`src/rtl/bp_resolve.sv`:
```
// ---------------------------------------------------------------------------
// bp_resolve -- branch resolution and BTB training unit
//
// Fetch pushes every prediction it issues into an in-order FIFO. Execute
// resolves instructions oldest-first. On each resolution the head record is
// popped, and its predicted next PC is compared with the actual next PC. The
// result drives the BTB training strobe and the fetch redirect strobe.
//
// Ports:
//   clk, rst         clock; asynchronous active-low reset
//   f_valid/f_ready  fetch push handshake; record is {f_pc, f_pred_valid,
//                    f_pred_target}
//   e_valid/e_ready  execute pop handshake; resolution is {e_is_branch,
//                    e_taken, e_target}
//   flush            synchronous pipeline flush
//   train, t_addr, t_paddr   registered BTB training port
//   redirect, redirect_pc    registered fetch redirect
//   count            FIFO occupancy
//   br_cnt, mp_cnt   saturating resolved-branch / mispredict counters
//   state            debug view of the FSM (0 = RUN, 1 = RECOVER)
//
// Handshakes: a transfer happens on a rising clk edge when valid && ready are
// both high. valid must not depend on ready. ready is combinational from
// state, occupancy and flush only, never from valid.
// ---------------------------------------------------------------------------
module bp_resolve #(
   parameter int DEPTH = 8,
   parameter int CNT_W = 16
) (
   input  logic                     clk,
   input  logic                     rst,
   input  logic                     f_valid,
   output logic                     f_ready,
   input  logic [31:0]              f_pc,
   input  logic                     f_pred_valid,
   input  logic [31:0]              f_pred_target,
   input  logic                     e_valid,
   output logic                     e_ready,
   input  logic                     e_is_branch,
   input  logic                     e_taken,
   input  logic [31:0]              e_target,
   input  logic                     flush,
   output logic                     train,
   output logic [31:0]              t_addr,
   output logic [31:0]              t_paddr,
   output logic                     redirect,
   output logic [31:0]              redirect_pc,
   output logic [$clog2(DEPTH):0]   count,
   output logic [CNT_W-1:0]         br_cnt,
   output logic [CNT_W-1:0]         mp_cnt,
   output logic                     state
);

   localparam int AW = $clog2(DEPTH);

   typedef enum logic {RUN = 1'b0, RECOVER = 1'b1} state_t;

   state_t cur_state, nxt_state;

   logic [31:0] pc_mem [DEPTH];
   logic        pv_mem [DEPTH];
   logic [31:0] pt_mem [DEPTH];

   // Pointers carry one extra wrap bit so full and empty can be told apart.
   logic [AW:0] wr_ptr, rd_ptr;
   logic        full, empty;
   logic        push, pop, eff_pop;

   logic [31:0] head_pc, head_pt;
   logic        head_pv;
   logic [31:0] pred_next, act_next;
   logic        mispredict, do_train;
   logic        squash;

   assign full  = (wr_ptr[AW-1:0] == rd_ptr[AW-1:0]) && (wr_ptr[AW] != rd_ptr[AW]);
   assign empty = (wr_ptr == rd_ptr);
   assign count = wr_ptr - rd_ptr;

   assign f_ready = !full && (cur_state == RUN) && !flush;
   assign e_ready = !empty;

   assign push    = f_valid && f_ready;
   assign pop     = e_valid && e_ready;
   // A flushed pop still leaves the FIFO, but it has no architectural effect.
   assign eff_pop = pop && !flush;

   assign head_pc = pc_mem[rd_ptr[AW-1:0]];
   assign head_pv = pv_mem[rd_ptr[AW-1:0]];
   assign head_pt = pt_mem[rd_ptr[AW-1:0]];

   assign pred_next  = head_pv ? head_pt : head_pc + 32'd4;
   assign act_next   = (e_is_branch && e_taken) ? e_target : head_pc + 32'd4;
   assign mispredict = (pred_next != act_next);
   assign do_train   = (e_is_branch && (e_taken || head_pv)) || (!e_is_branch && head_pv);

   // Everything still queued behind a mispredicted instruction is wrong-path.
   assign squash = flush || (eff_pop && mispredict);

   assign state = cur_state;

   // FSM: RECOVER lasts exactly one cycle after an accepted mispredict.
   always_ff @(posedge clk or negedge rst) begin
      if (!rst) cur_state <= RUN;
      else      cur_state <= nxt_state;
   end

   always_comb begin
      nxt_state = cur_state;
      case (cur_state)
         RUN:     if (eff_pop && mispredict) nxt_state = RECOVER;
         RECOVER: nxt_state = RUN;
         default: nxt_state = RUN;
      endcase
   end

   // FIFO pointers
   always_ff @(posedge clk or negedge rst) begin
      if (!rst) begin
         wr_ptr <= '0;
         rd_ptr <= '0;
      end else if (squash) begin
         wr_ptr <= '0;
         rd_ptr <= '0;
      end else begin
         if (push) wr_ptr <= wr_ptr + 1'b1;
         if (pop)  rd_ptr <= rd_ptr + 1'b1;
      end
   end

   // FIFO storage needs no reset; the pointers define validity.
   always_ff @(posedge clk) begin
      if (push && !squash) begin
         pc_mem[wr_ptr[AW-1:0]] <= f_pc;
         pv_mem[wr_ptr[AW-1:0]] <= f_pred_valid;
         pt_mem[wr_ptr[AW-1:0]] <= f_pred_target;
      end
   end

   // Registered training / redirect outputs; address fields hold when idle.
   always_ff @(posedge clk or negedge rst) begin
      if (!rst) begin
         train       <= 1'b0;
         t_addr      <= '0;
         t_paddr     <= '0;
         redirect    <= 1'b0;
         redirect_pc <= '0;
      end else begin
         train    <= eff_pop && do_train;
         redirect <= eff_pop && mispredict;
         if (eff_pop && do_train) begin
            t_addr  <= head_pc;
            t_paddr <= act_next;
         end
         if (eff_pop && mispredict) redirect_pc <= act_next;
      end
   end

   // Saturating statistics
   always_ff @(posedge clk or negedge rst) begin
      if (!rst) begin
         br_cnt <= '0;
         mp_cnt <= '0;
      end else begin
         if (eff_pop && e_is_branch && !(&br_cnt)) br_cnt <= br_cnt + 1'b1;
         if (eff_pop && mispredict && !(&mp_cnt))  mp_cnt <= mp_cnt + 1'b1;
      end
   end

endmodule

```
`config.mk`:
```
export PLATFORM = sky130hd
export DESIGN_NAME = bp_resolve
export DESIGN_NICKNAME = d
export VERILOG_FILES = /design/src/rtl/bp_resolve.sv
export SDC_FILE = /design/constraint.sdc
export NUM_CORES = 1
export LEC_CHECK = 0
export CORE_MARGIN = 2
export CORE_UTILIZATION = 53
export DETAILED_ROUTE_END_ITERATION = 10
export PLACE_DENSITY = 0.79
export SLEW_MARGIN = 20
export SYNTH_ARGS = -nofsm -noshare
export SYNTH_HDL_FRONTEND = slang
export SYNTH_SLANG_ARGS = --single-unit
```
`constraint.sdc`:
```
create_clock -name clk -period 8.3 [get_ports clk]
set_clock_uncertainty 0.2 [all_clocks]
set_input_delay 2.49 -clock clk [delete_from_list [all_inputs] [get_ports clk]]
set_output_delay 2.49 -clock clk [all_outputs]
set_load 0.1 [all_outputs]
```
==> metrics <==
status finished clean; x dimension of the die around 240 um; layout cells sized above 1 0.156; hold_buf cts 0; post-route insts no fill between 2000 and 3000; Max Transition Viols Final 0; final wirelength slightly below 80000 um; post-detailed-route DRC marker count 0; buffer and inverter count on the worst path 4; instance area after placement ~32000 um^2; height of the chip around 240 um; clock latency reported for the late side of the worst-skew pair between 0.6 and 0.7 ns; Yosys reg bits around 660; Critical Path Stages 7; total power a little over 9 mW; number of sinks driven by the clock tree between 600 and 700; Post-synth EDFFs 520; count of unique library cells instantiated by Yosys around 90; Mapped Avg Cell Area roughly 16 um^2; count of cells along the worst hold path 2; I/O Buffers 240; maximum capacitance violations 0; Area growth, synth to finish 19.5%; Setup Total Neg Slack 0 ns; final global-route overflow total 0; Worst Reg-to-Reg Cells 16; total clock buffers created by CTS slightly below 70; number of DRC markers after the initial detailed-route iteration 1935; end point of the worst hold path t_paddr[14]; cell area after layout around 34000 um^2; Synth Net Count ~1900; Crit Path Category register to output pin; ports placed on the boundary 241; startpoint of the most critical register-to-register path rd_ptr[2]; cell chain of the critical path buf_12 > inv_2 > buf_4 > ha_1 > a21oi_1 > xor2_1 > clkdlybuf4s50_1; number of optimization iterations in the first detailed-route pass 5; clock buffer depth 3; buffers inserted during post-CTS setup optimization 0; capturing point of the worst reg2reg path pc_mem[0][31]; cell at the root of the clock tree clkbuf_16; area occupied by multi-input gates 9170 um^2; data required time at the worst endpoint 5.61 ns; cell family with most CP delay buffers and inverters; startpoint of the lowest-slack hold path t_paddr[14]; worst min-delay path category register to register; filler cell count in the final layout 3678; crit path max-delay cell type clkdlybuf4s50_1; async set-reset flop share out of synthesis 0.211; DP Worst Slack 1.20 ns; sequential area share after synthesis 0.664; relative max-transition margin 0.296; total standard cell area after synthesis roughly 29000 um^2; Clk pin slew, worst setup/hold paths approximately 0.060 ns; leakage power total between 10 and 15 nW; WP data arrival ~4.5 ns; count of endpoints failing setup in the final report 0; Worst Slack Setup Final around 1.1 ns; via count of the first global-routing pass around 18000; number of antenna violations at the first check in global routing 5; largest net degree at the start of global routing between 80 and 90; final layout net count between 2000 and 2500; CP endpoint kind output pin; post-cts gate resize count 0; number of instances in the synthesized netlist approximately 1800; worst reg2reg setup slack 1.35 ns; IR Drop Worst-Case VDD 0.239 mV; most used flip-flop cell after synthesis edfxtp_1; FP Rows between 80 and 90; top fanout value on the critical path a little over 60; unrepaired setup endpoints after global routing no; pin slew with the least headroom to its limit roughly 1.1 ns; via count ~18000; total area of sequential cells ~19000 um^2; detailed-placement wirelength estimate around 53000 um; delay of the slowest critical-path stage approximately 1.2 ns; Synth warnings 0; Post-DRT Antenna Nets 0; Cell Pwr Density around 270 nW/um^2; post-route clock period utilization 0.869; maximum level of the CTS H-tree 3; routed len/inst ~27 um; final hold violations 0; placed cell count roughly 2700; global-route wire length before repair about 120000 um; Initial Util 0.536; fmax ~0.14 GHz; Floorplan Core Area 53700 um^2; Worst setup SP type register; total global routing track utilization 0.283; gp weighted congestion 0.970; final period demand of the worst path about 7.2 ns; Vias per Instance 6.27; area enclosed by the die boundary 56200 um^2; TritonCTS clock tree done
logic make-up after synthesis:
logic type               Yosys count  share of synthesized area
AO/OA/AOI/OAI                    239                     0.0525
flip-flops                       659                      0.664
XOR/XNOR                         113                     0.0364
buffers and inverters            104                     0.0211
AND/OR/NAND/NOR                  470                     0.0857
multiplexers                     236                      0.136
adder cells (fa/ha/maj)            9                    0.00418
metal layers:
| metal | up-vias | global-route usage | wire length, um |
|---|---|---|---|
| li1 | 7727 | - | - |
| met1 | 9127 | 0.378 | 30400 |
| met4 | 6 | 0.0976 | 2510 |
| met3 | 143 | 0.0716 | 7550 |
| met2 | 948 | 0.455 | 38100 |
| met5 | - | 0 | 39 |
registers in the layout (all words and copies together) (netlist names):
register     cells
pt_mem         256
br_cnt          16
pv_mem           8
wr_ptr           4
state            1
pc_mem         256
train            1
redirect         1
t_paddr         32
t_addr          32
redirect_pc     32
rd_ptr           4
mp_cnt          16
cell type report:
type | instances | share of cell area
clock inverter | 34 | 0.00928
clock buffer | 91 | 0.0563
tap | 696 | 0.0253
multi-input combinational | 1067 | 0.267
antenna | 2 | 0.000146
inverter | 18 | 0.00211
timing repair buffer | 294 | 0.0846
sequential | 659 | 0.556
synth_stat cells (4+ instances only):
cell type  count  area, um^2
nand4_1       24         150
o22ai_1        4        25.0
a22oi_1       14         105
o21ai_0       66         330
mux4_2       105        2360
clkbuf_1      34         128
buf_2         25         125
a31oi_1       25         156
mux2i_1       84         841
buf_1          7        26.3
or2_2          5        31.3
mux2_1         4        45.0
mux2_2        27         304
buf_8          4        60.1
dfrtp_1      139        3480
mux2i_2        4        55.1
o2111ai_1      7        61.3
and3_1        19         119
o31a_1         4        35.0
edfxtp_1     520       15600
nand2_1      155         582
inv_1         14        52.6
mux4_1        12         315
nor4_2         5        62.6
nor2b_1        6        37.5
nand3_1       45         225
nor3_1        30         150
ha_1           8         100
nand2b_1       9        56.3
xnor2_1       74         648
a21o_1         4        30.0
buf_6         10         113
a21oi_1       62         310
xor2_1        35         307
or3_1          9        56.3
and2_1        15        93.8
or4_1          4        30.0
and4_1         7        61.3
o31ai_1        9        67.6
nor4_1        13        81.3
nor2_1        96         360
a211oi_1       8        60.1
worst max-delay path by stage:
| stage | slack (ns) | end | start |
|---|---|---|---|
| after CTS | 1.11 | count[3] | rd_ptr[2] |
| after global routing | 1.01 | count[3] | rd_ptr[2] |
| after floorplan | 0.82 | pc_mem[5][0] | flush |
| final | 1.09 | count[3] | rd_ptr[2] |
| after global placement | 1.24 | pt_mem[0][18] | e_is_branch |
| after detailed placement | 1.20 | pt_mem[0][28] | e_is_branch |
where the power goes:
part | total, mW | switching, mW | internal (mW)
Sequential | 3.92 | 0.139 | 3.78
Clock | 3.05 | 1.25 | 1.81
Combinational | 2.34 | 1.82 | 0.523
Total | 9.32 | 3.20 | 6.11
per-stage QoR:
stage,util,hold WS (ns)
2_1_floorplan,-,0.324
6_report,0.640,0.275
3_5_place_dp,0.598,0.263
5_1_grt,0.640,0.293
4_1_cts,0.640,0.277
3_3_place_gp,0.598,0.260
placed cells by master (no fill, tap or decap), types with 8 or more instances in the layout:
master,n
nand2b_1,9
a21oi_1,60
clkdlybuf4s50_1,238
buf_4,46
nand2_1,155
dfrtp_1,136
and2_1,14
buf_12,8
mux4_1,12
nand4_1,24
xor2_1,35
ha_1,8
mux4_2,105
clkbuf_16,73
nand3_1,45
clkbuf_1,14
nor3_1,29
o31ai_1,9
and3_1,19
or3_1,9
o21ai_0,65
nor4_1,13
mux2_2,27
xnor2_1,74
nor2_1,94
a31oi_1,25
inv_6,8
clkinv_2,10
clkinv_1,12
mux2i_1,84
a22oi_1,14
inv_1,14
edfxtp_1,520
worst reg2reg max path: cells and delay by family, from the launching register on:
| family | cells | cell delay (ns) |
|---|---|---|
| and+or+nand+nor | 3 | 1.43 |
| adders and majority gates | 1 | 0.34 |
| buffers and inverters | 4 | 1.30 |
| DFF | 1 | 0.98 |
| AOI/OAI and AO/OA | 6 | 1.75 |
| muxes | 2 | 0.48 |
(Power assumes the default switching activity.)
==> RTL change (same settings) <==
Register the input `e_target` before use, cleared by the reset. The logic sees it one clock later. The other inputs are not delayed to match.
--- a/src/rtl/bp_resolve.sv
+++ b/src/rtl/bp_resolve.sv
@@ -55,6 +55,16 @@
 
    typedef enum logic {RUN = 1'b0, RECOVER = 1'b1} state_t;
 
+   logic [31:0] e_target_q;
+
+   always_ff @(posedge clk or negedge rst) begin
+      if (!rst) begin
+         e_target_q <= '0;
+      end else begin
+         e_target_q <= e_target;
+      end
+   end
+
    state_t cur_state, nxt_state;
 
    logic [31:0] pc_mem [DEPTH];
@@ -89,7 +99,7 @@
    assign head_pt = pt_mem[rd_ptr[AW-1:0]];
 
    assign pred_next  = head_pv ? head_pt : head_pc + 32'd4;
-   assign act_next   = (e_is_branch && e_taken) ? e_target : head_pc + 32'd4;
+   assign act_next   = (e_is_branch && e_taken) ? e_target_q : head_pc + 32'd4;
    assign mispredict = (pred_next != act_next);
    assign do_train   = (e_is_branch && (e_taken || head_pv)) || (!e_is_branch && head_pv);
 
Formal check against the unedited RTL: not equivalent (a bounded check fails within 4 cycles, from zero or initial values and one cycle with rst low).
==> RTL change against the original RTL <==
Total power increased by 2.3%. Design area increased by 0.74%. Sequential cell count increased by 32. Via count decreased by 4.1%. Routed wire length decreased by 1.7%. Setup slack got worse by 120 ps. First-iteration DRC count increased by 5.3%. Cell count decreased by 2.3%. Area after synthesis about the same. Critical path type unchanged.
==> RTL change: results (changes against the original RTL) <==
- Status: finished clean (unchanged)
- Fraction of the mapped netlist area in compound gates: 4.04% (was 5.25%)
- Drt pass-1 iters: 6 (was 5)
- Switching Share: 34.6% (was 34.4%)
- Sequential power: 4.11 mW (was 3.92 mW)
- Slew headroom: 31.2% (was 29.6%)
- Initial DRC Count: 2,038 (was 1,935)
- CTS buffer count: 70 (was 69)
- GP Congestion: 0.996 (was 0.970)
- Most common library cells after synthesis: 520 x edfxtp_1, 171 x dfrtp_1, 121 x nand2_1, 114 x mux4_2, 89 x nor2_1 (was 520 x edfxtp_1, 155 x nand2_1, 139 x dfrtp_1, 105 x mux4_2, 96 x nor2_1)
- CP Data Arrival Time: 4650 ps (was 4520 ps)
- Fraction of the mapped netlist area in adder cells: 0.417% (was 0.418%)
- Filler cells: 3,612 (was 3,678)
- Layout Nets: 2,153 (was 2,222)
- Synth Net Count: 1,849 (was 1,943)
- Top post-synthesis cells by area: edfxtp_1 54%, dfrtp_1 15%, mux4_2 8.9%, mux2i_1 3.0%, mux2_2 2.6% (was edfxtp_1 54%, dfrtp_1 12%, mux4_2 8.2%, mux2i_1 2.9%, xnor2_1 2.3%)
- FFs w/ async S/R, synth: 24.7% (was 21.1%)
- WL/cell: 27.7 µm (was 27.5 µm)
- Post-DP Area: 32,400 µm² (was 32,100 µm²)
- GRT Total Usage: 27.9% (was 28.3%)
- Post-DP HPWL: 51,900 µm (was 53,200 µm)
- Leakage: 12.1 nW (was 12.0 nW)
- CP Max Fanout: 64 (was 61)
- Largest net degree at the start of global routing: 104 (was 82)
- Register area share after synthesis: 69.1% (was 66.4%)
- First-pass GRT wire length: 114,000 µm (was 116,000 µm)
- XOR/XNOR share of the synthesized area: 3.47% (was 3.64%)
- Tmin final: 7340 ps (was 7210 ps)
- Vias in the first global route: 17,500 (was 17,700)
- Layout cell share with drive strength beyond 1: 18.4% (was 15.6%)
[RTL change: changes by cell type after synthesis, sizes merged, moves of 5 or more]
cell   unedited run  this run
a31oi            25        12
nand4            27        21
nor2             96        89
buf              52        43
o21ai            66        23
nand2           156       121
mux2             31        68
or3               9        14
nor3             34        28
nand3            46        24
dfrtp           139       171
[RTL change: path summary, 6_finish.rpt]
kind                             endpoint  cells past startpoint  slack, ps       from
setup / recovery                  e_ready                      6        960  rd_ptr[2]
hold reg to reg                 mp_cnt[9]                      1        290  mp_cnt[9]
min in group asynchronous       mp_cnt[1]                      1       1780        rst
setup reg to reg             pc_mem[5][8]                     15       1090  rd_ptr[0]
max in group asynchronous  e_target_q[16]                      2       4580        rst
hold / removal                  mp_cnt[9]                      1        290  mp_cnt[9]
[RTL change: cell type report]
class                   count  area [µm²]  share of cell area [%]
clock inverters            36         319                   0.921
well taps                 696         871                    2.51
multi-input cells         950        8500                    24.5
clock buffers              93        1920                    5.54
inverters                  18        67.6                   0.195
flip-flops and latches    691       19900                    57.5
diodes                      1        2.50                 0.00722
repair buffers            309        3060                    8.82
[RTL change: cell families after synthesis]
group,count (synthesis)
multiplexers,268
flip-flops,691
buffers and inverters,95
AO/OA/AOI/OAI,175
XOR/XNOR,114
adder cells (fa/ha/maj),9
AND/OR/NAND/NOR,384
[RTL change: stage by stage]
| step | power [mW] | instances |
|---|---|---|
| floorplan | 5.84 | 1736 |
| global placement | 6.49 | 2664 |
| detailed placement | 6.53 | 2664 |
| CTS | 9.58 | 2793 |
| global route | 9.80 | 2794 |
| finish | 9.53 | 2794 |
[RTL change: layer usage]
layer	up-vias	part of all wire, %	GRT usage (%)
met4	2	3.5	10.6
met3	153	8.5	5.18
met2	921	49	46.1
li1	7367	-	-
met5	-	0.017	0
met1	8776	39	37.2
